File: src/rtl/upsample_2d.sv
// Nearest-neighbour upsampler: each pixel repeats KER_SIZE_X times per row, and each row repeats KER_SIZE_Y times.
// One cycle from input accept to output; in_ready falls under output stall, on non-final replicas and during line replay.
module upsample_2d #(
   parameter int NBITS      = 8,
   parameter int NFMAPS     = 4,
   parameter int KER_SIZE_X = 2,
   parameter int KER_SIZE_Y = 2,
   parameter int IN_WIDTH   = 4
) (
   input  logic                    clk,
   input  logic                    rstn,
   input  logic                    in_valid,
   output logic                    in_ready,
   input  logic [NBITS*NFMAPS-1:0] input_act,
   output logic                    out_valid,
   input  logic                    out_ready,
   output logic [NBITS*NFMAPS-1:0] output_act,
   output logic                    out_eol
);

   localparam int W  = NBITS * NFMAPS;
   localparam int CW = (IN_WIDTH   > 1) ? $clog2(IN_WIDTH)   : 1;
   localparam int XW = (KER_SIZE_X > 1) ? $clog2(KER_SIZE_X) : 1;
   localparam int YW = (KER_SIZE_Y > 1) ? $clog2(KER_SIZE_Y) : 1;
   localparam logic [CW-1:0] COL_MAX = CW'(IN_WIDTH - 1);
   localparam logic [XW-1:0] X_MAX   = XW'(KER_SIZE_X - 1);
   localparam logic [YW-1:0] Y_MAX   = YW'(KER_SIZE_Y - 1);

   typedef enum logic {FILL = 1'b0, REPLAY = 1'b1} state_t;

   state_t          r_state;
   logic [CW-1:0]   r_col;
   logic [XW-1:0]   r_rep_x;
   logic [YW-1:0]   r_rep_y;
   logic            r_out_valid;
   logic [W-1:0]    r_output_act;
   logic            r_eol_col;
   logic [W-1:0]    r_linebuf [IN_WIDTH];

   logic            w_x_last;
   logic            w_load_ok;
   logic            w_load;
   logic            w_col_last;
   logic [W-1:0]    w_load_dat;

   always_comb begin
      w_x_last   = (r_rep_x == X_MAX);
      w_load_ok  = !r_out_valid || (out_ready && w_x_last);
      w_col_last = (r_col == COL_MAX);
      w_load     = 1'b0;
      w_load_dat = r_linebuf[r_col];
      in_ready   = 1'b0;
      if (rstn) begin
         if (r_state == FILL) begin
            in_ready   = w_load_ok;
            w_load     = w_load_ok && in_valid;
            w_load_dat = input_act;
         end else begin
            w_load     = w_load_ok;
         end
      end
   end

   // Line buffer is deliberately left out of reset; only FILL loads write it.
   always_ff @(posedge clk) begin
      if (w_load && (r_state == FILL)) begin
         r_linebuf[r_col] <= input_act;
      end
   end

   always_ff @(posedge clk) begin
      if (!rstn) begin
         r_state      <= FILL;
         r_col        <= '0;
         r_rep_x      <= '0;
         r_rep_y      <= '0;
         r_out_valid  <= 1'b0;
         r_output_act <= '0;
         r_eol_col    <= 1'b0;
      end else if (w_load) begin
         // A load always wins over retiring the final replica, so no bubble appears.
         r_output_act <= w_load_dat;
         r_out_valid  <= 1'b1;
         r_rep_x      <= '0;
         r_eol_col    <= w_col_last;
         if (w_col_last) begin
            r_col <= '0;
            if (r_state == FILL) begin
               if (KER_SIZE_Y > 1) begin
                  r_state <= REPLAY;
                  r_rep_y <= YW'(1);
               end
            end else if (r_rep_y == Y_MAX) begin
               r_state <= FILL;
               r_rep_y <= '0;
            end else begin
               r_rep_y <= r_rep_y + YW'(1);
            end
         end else begin
            r_col <= r_col + CW'(1);
         end
      end else if (r_out_valid && out_ready) begin
         if (w_x_last) begin
            r_out_valid <= 1'b0;
         end else begin
            r_rep_x <= r_rep_x + XW'(1);
         end
      end
   end

   assign out_valid  = r_out_valid;
   assign output_act = r_output_act;
   assign out_eol    = r_out_valid && w_x_last && r_eol_col;

endmodule

File: config.mk
export PLATFORM = sky130hd
export DESIGN_NAME = upsample_2d
export DESIGN_NICKNAME = d
export VERILOG_FILES = /design/src/rtl/upsample_2d.sv
export SDC_FILE = /design/constraint.sdc
export NUM_CORES = 1
export LEC_CHECK = 0
export ABC_CLOCK_PERIOD_IN_PS = 6080
export CORE_MARGIN = 2
export CORE_UTILIZATION = 35
export DETAILED_ROUTE_END_ITERATION = 7
export HOLD_SLACK_MARGIN = 0.06
export MAX_ROUTING_LAYER = met4
export PLACE_DENSITY = 0.54
export SETUP_SLACK_MARGIN = 0.4
export SLEW_MARGIN = 0
export SYNTH_ARGS = -nofsm -noshare
export SYNTH_HDL_FRONTEND = slang
export SYNTH_SLANG_ARGS = --single-unit
File: constraint.sdc
create_clock -name clk -period 6.08 [get_ports clk]
set_input_delay 1.216 -clock clk [delete_from_list [all_inputs] [get_ports clk]]
set_output_delay 1.216 -clock clk [all_outputs]
set_load 0.1 [all_outputs]
Word-level counts from Yosys, hierarchy flattened --
Memories as Yosys holds them, arrays and structs flattened. A register that Yosys moved wholly into a read port is not among the register bits. Index checks and enable logic that the tools add are counted. W data, S select, Z words.
Cells by class: add/subtract/negate cells 3, equal/unequal tests 1, mux-type cells 15, bitwise logic cells 2, reduce and logical (&&, ||, !) cells 14
Operators by type and width (count):
- $mux W1 | 14
- $logic_and A1 B1 Y1 | 6
- $reduce_and A2 Y1 | 2
- $reduce_bool A2 Y1 | 2
- $add A1 B1 Y1 const B | 2
- $add A2 B1 Y2 const B | 1
- $eq A2 B2 Y1 const B | 1
- $logic_not A1 Y1 | 2
- $mux W2 | 1
- $not A1 Y1 | 2
- $reduce_or A2 Y1 | 1
- $logic_or A1 B1 Y1 | 1
Word-level totals: register bits 7, bits in writable memories 128, bits of input ports 36, output and inout port bits 35, logic and storage cells 42, memories 1
Memories:
- r_linebuf | words 4, width 32, rd ports 1, clocked after memory_dff 1, write ports 1, RTL line 38 | logic [W-1:0] r_linebuf [IN_WIDTH];

Longest topological paths before layout --
Gate-level depths: netlist (run 1).
depth after elaboration 8, mapped depth 6, depth with buffers taken out 4

Worst setup path before layout (run 1) --
No wires, ideal clock.
path kind in2out, from input port out_ready, to output port in_ready, arrival 3.045 ns, required time 4.864 ns, path slack 1.819 ns, stages on the path 4, buffers on the path 2, cell sequence a21bo_2 -> buf_6 -> buf_2 -> nor2b_1
On the way: cells in the longest elaborated chain, start to end 4
Ends and longest elaborated chain:
- from (decl) | RTL line 16 | input logic out_ready,
- $logic_and A1 B1 Y1 | RTL line 48 | w_load_ok = !r_out_valid || (out_ready && w_x_last);
- $logic_or A1 B1 Y1 | RTL line 48
- $mux W1 | RTL line 54 | if (r_state == FILL) begin
- $mux W1 | RTL line 53 | if (rstn) begin
- to (decl) | RTL line 13 | output logic in_ready,
Every way passes these cells.

Worst setup path in the final report (run 1) --
from input port rstn, to output port in_ready
On the way: cells in the longest elaborated chain, start to end 1
Ends and longest elaborated chain:
- from (decl) | RTL line 11 | input logic rstn,
- $mux W1 | RTL line 53
Every way passes these cells.

==> results of run 1 <==
-- worst max-delay path by stage --
stage	end	slack, ps	start
after global routing	in_ready	1770	rstn
after detailed placement	in_ready	1870	rstn
after global placement	in_ready	1890	rstn
final	in_ready	1890	rstn
after floorplan	in_ready	1820	out_ready
after CTS	in_ready	1860	rstn
-- power groups by stage --
stage               Combinational (mW)  Sequential, mW  Clock, mW
global route                     0.369            1.29       1.27
CTS                              0.354            1.29       1.22
floorplan                        0.147            1.42          0
global placement                 0.349            1.31          0
detailed placement               0.352            1.31          0
finish                           0.349            1.29       1.20
-- cell usage after synthesis (2+ instances only) --
cell type	number	area, µm²
edfxtp_1	128	3840
nor2_1	35	131
buf_12	3	60.1
and3_1	4	25.0
inv_1	36	135
buf_6	5	56.3
dfxtp_1	38	761
buf_4	7	52.6
o32ai_1	32	280
o22ai_1	2	12.5
ha_1	4	50.1
clkbuf_1	5	18.8
mux4_2	28	631
mux4_1	4	105
buf_2	7	35.0
a21oi_1	33	165
a21bo_2	2	20.0
-- cell type report --
| type | count | area, µm² | area share (%) |
|---|---|---|---|
| clock buffer | 20 | 447 | 5.63 |
| clock inverter | 12 | 225 | 2.84 |
| inverter | 36 | 135 | 1.70 |
| multi-input combinational | 155 | 1510 | 19.0 |
| sequential | 166 | 4610 | 58.0 |
| tap | 229 | 287 | 3.61 |
| timing repair buffer | 74 | 728 | 9.17 |
-- flip-flops by register name, summed over array words and instances, names as in the netlist --
| signal | count |
|---|---|
| r_rep_x | 1 |
| r_state | 1 |
| out_valid | 1 |
| output_act | 32 |
| r_linebuf | 128 |
| r_col | 2 |
| r_eol_col | 1 |
-- placed cells by master, fill, tap and decap left out, drive strengths merged, types with 2 or more instances in the layout --
master         count
bufinv             6
clkdlybuf4s50     69
a21bo              2
buf                5
clkbuf            20
and3               4
ha                 4
o22ai              2
nor2              35
or2                2
dfxtp             38
mux4              32
o32ai             32
a21oi             33
inv               36
clkinvlp           3
edfxtp           128
clkinv             3
-- routing by layer --
| metal | GRT usage [%] | routed length, µm |
|---|---|---|
| met2 | 24.8 | 7260 |
| met5 | - | 0 |
| met1 | 19.3 | 5990 |
| met3 | 3.58 | 655 |
| met4 | 5.05 | 43 |
-- kinds of logic (layout without fill, tap and decap cells) --
logic type | Yosys count | after routing | share of synthesized area [%]
mux | 33 | 33 | 11.5
compound gates | 71 | 71 | 7.59
fa+ha+maj | 4 | 4 | 0.775
buf+inv | 63 | 142 | 5.54
flops | 166 | 166 | 71.3
simple gates | 47 | 47 | 3.25
-- critical path: stages --
cell             delay, ps
clkdlybuf4s50_1        600
nand2b_2               540
nor2b_1                290
buf_4                  320
==> flow_metrics.tcl, run 1 <==
set metrics [dict create \
    status "finished, final reports clean" \
    drv_slew 0 \
    drtAntennaViolNets 0 \
    power_mw 2.84 \
    root_buffer "clkbuf_16" \
    setup_viol 0 \
    finalNonFillerCells 692 \
    rows 49 \
    finClkSkew_ps 15.6 \
    power_frac_seq_pct 45.3 \
    pwr-share-comb_pct 12.3 \
    place_hpwl_mm 7.54 \
    worstHoldEndpoint "output_act[19]" \
    port_buffers 70 \
    power.switching_uw 679 \
    hold_viol_final 0 \
    reg2reg_slack_ps 3410 \
    cts.sinks 166 \
    clkTransAtPathRegs_ps 60 \
    start_kind "input port" \
    finalWorstSetupSlack_ps 1890 \
    route.detailed.drc 0 \
    cp-end-kind "output port" \
    r2r-end "r_linebuf[3][16]" \
    pre_cts_slack_ps 1870 \
    ys_types 28 \
    ys_seq_area_share_pct 71.3 \
    critPathKind "input port to output port" \
    r2r-start "r_col[1]" \
    grtUsageTotal_pct 15.4 \
    synth_seq_cells 166 \
    switching_share_pct 23.9 \
    fin_crit_ps 4190 \
    hold_depth 2 \
    syn_nets 424 \
    drt_iter0_drc 214 \
    diodes 0 \
    pwr_density_cell_nw_per_um2 357 \
    drive_above_1_share_pct 16.0 \
    numCtsBuffers 17 \
    whs_ps 455 \
    utilization_pct 44.0 \
    grt_antenna_before_repair 0 \
    cellInternalPower_mw 2.16 \
    initial_core_util_pct 35.8 \
    cap_violations 0 \
    cts_tree "built" \
    clock.fmax_mhz 239 \
    grt-ovfl-total 0 \
    tns_ps 0 \
    cts_max_level 4 \
    synthArstFlopShare_pct 0 \
    yosys_warnings 0 \
    drt-total-wl_mm 13.9 \
    wl_per_cell_um 20.2 \
    grt_max_degree 40 \
    die_x_um 140 \
    grt_pass1_wl_mm 21.6 \
    leakagePower_nw 2.56 \
    tightest_slew_ps 976 \
    die_h_um 140 \
    clock_latency_ps 420 \
    place_area_um2 7270 \
    synthFlopType "edfxtp_1" \
    grt_pass1_vias 3751 \
    peakVddDrop_mv 0.201 \
    area_delta_synth_final_pct 22.9 \
    synth_enable_flop_cells 128 \
    cts_setup_buffers 0 \
    clock_power_share_pct 42.4 \
    ioPinCount 71 \
    avgSynthCellArea_um2 16.8 \
    cp_max_fo 33 \
    cp.required_ps 4860 \
    arrival_ps 2970 \
    min_from "output_act[19]" \
    viasPerCell 5.08 \
    core_region_area_um2 18000 \
    ctsHoldBuffers 0 \
    routabilityCongestion 0.689 \
    cts.repair.resized 0 \
    route.vias.total 3515 \
    fin_area_um2 7940 \
    layout_worst_path_cycle_share_pct 68.8 \
    netlist_instances 384 \
    final_nets 490 \
    place_inst 660 \
    netlist_area_um2 6460 \
    rsz0062_at_grt "false" \
    first_pass_iters 5 \
    worstHoldPathType "flip-flop to flip-flop" \
    die-area_um2 19600 \
    slew-limit-headroom_pct 34.7 \
    n_fill_cell 1622 \
    clock_path_buffers 2 \
    worst_r2r_path_depth 4 \
]
Note: power is estimated with default switching activity, not from simulation.
==> inputs of run 2 (changes only) <==
ABC_CLOCK_PERIOD_IN_PS = 4110   (was 6080)
clock period = 4.11 ns   (was 6.08 ns; I/O delays follow)
==> flow_metrics.tcl, run 2 (synthesis results as in run 1) <==
set metrics [dict create \
    hold_viol_final 0 \
    drt_iter0_drc 245 \
    wl_per_cell_um 19.4 \
    route.detailed.drc 0 \
    cts.sinks 166 \
    cp_max_fo 15 \
    grt-ovfl-total 0 \
    leakagePower_nw 2.59 \
    root_buffer "clkbuf_16" \
    rsz0062_at_grt "false" \
    layout_worst_path_cycle_share_pct 74.6 \
    grt_antenna_before_repair 0 \
    clock_latency_ps 420 \
    viasPerCell 5.15 \
    worstHoldPathType "flip-flop to flip-flop" \
    power_mw 4.09 \
    largest_register_ffs 128 \
    cp.required_ps 3290 \
    whs_ps 455 \
    cp-end-kind "output port" \
    route.vias.total 3622 \
    tightest_slew_ps 991 \
    rows 49 \
    die-area_um2 19600 \
    regMostFlops "r_linebuf" \
    numCtsBuffers 17 \
    min_from "output_act[19]" \
    cts_setup_buffers 0 \
    ctsHoldBuffers 0 \
    die_h_um 140 \
    drt-total-wl_mm 13.6 \
    arrival_ps 2240 \
    finClkSkew_ps 6.16 \
    clkTransAtPathRegs_ps 60 \
    setup_viol 0 \
    initial_core_util_pct 35.8 \
    pwr_density_cell_nw_per_um2 511 \
    die_x_um 140 \
    start_kind "input port" \
    slew-limit-headroom_pct 33.8 \
    n_fill_cell 1600 \
    peakVddDrop_mv 0.325 \
    grtUsageTotal_pct 14.9 \
    drive_above_1_share_pct 17.9 \
    critPathKind "input port to output port" \
    utilization_pct 44.4 \
    drv_slew 0 \
    ioPinCount 71 \
    place_hpwl_mm 8.51 \
    r2r-start "r_col[0]" \
    grt_pass1_wl_mm 21.3 \
    routabilityCongestion 0.710 \
    grt_pass1_vias 3684 \
    port_buffers 70 \
    drtAntennaViolNets 0 \
    area_delta_synth_final_pct 23.9 \
    tns_ps 0 \
    final_cell_mix "edfxtp_1 (128), clkdlybuf4s50_1 (69), inv_1 (36), dfxtp_1 (36), nor2_1 (34)" \
    status "finished, final reports clean" \
    cap_violations 0 \
    place_area_um2 7370 \
    fin_crit_ps 3060 \
    clock.fmax_mhz 326 \
    final_nets 501 \
    core_region_area_um2 18000 \
    setup.worst_path.start "out_ready" \
    clock_path_buffers 2 \
    first_pass_iters 5 \
    final_common_cell "edfxtp_1" \
    grt_max_degree 37 \
    fin_area_um2 8000 \
    cts.repair.resized 0 \
    cts_tree "built" \
    hold_depth 2 \
    diodes 0 \
    worst_r2r_path_depth 4 \
    cts_max_level 4 \
]
-- run 2: changes by cell type in the layout (fill, tap and decap cells not counted), sizes merged --
cell | before | now
bufinv | 6 | 4
clkinv | 3 | 2
buf | 5 | 16
clkinvlp | 3 | 6
-- run 2: final cells by class --
class / instances / area [µm²] / area share (%)
clock buffers: 20 / 447 / 5.58
clock inverters: 12 / 179 / 2.24
inverters: 36 / 135 / 1.69
well taps: 229 / 287 / 3.58
multi-input cells: 155 / 1510 / 18.9
repair buffers: 85 / 836 / 10.4
flip-flops and latches: 166 / 4610 / 57.6
-- run 2: per-stage QoR --
stage / setup WS [ps] / instances
4_1_cts: 1030 / 703
3_3_place_gp: 970 / 671
5_1_grt: 974 / 703
6_report: 1050 / 703
2_1_floorplan: 589 / 384
3_5_place_dp: 948 / 671
-- run 2: worst paths after layout --
| path | slack, ps | end |
|---|---|---|
| setup / recovery | 1050 | in_ready |
| hold / removal | 450 | output_act[19] |
| setup reg to reg | 1830 | output_act[9] |
| hold reg to reg | 450 | output_act[19] |
-- run 2: worst max-delay path, stage by stage --
cell and delay, ps:
clkdlybuf4s50_1 510, a21bo_2 370, nor2b_1 320, buf_12 220
-- run 2: routing by layer --
| layer | global-route usage, % | vias to the layer above | wire [µm] |
|---|---|---|---|
| met3 | 4.20 | 14 | 673 |
| met5 | - | - | 0 |
| met4 | 3.84 | 0 | 137 |
| met1 | 20.0 | 1880 | 6220 |
| li1 | - | 1641 | - |
| met2 | 22.6 | 87 | 6590 |
-- run 2: power by group --
| group | switching, mW | total [mW] | internal (mW) |
|---|---|---|---|
| registers | 0.0357 | 1.90 | 1.86 |
| clock network | 0.626 | 1.66 | 1.03 |
| logic | 0.349 | 0.529 | 0.180 |
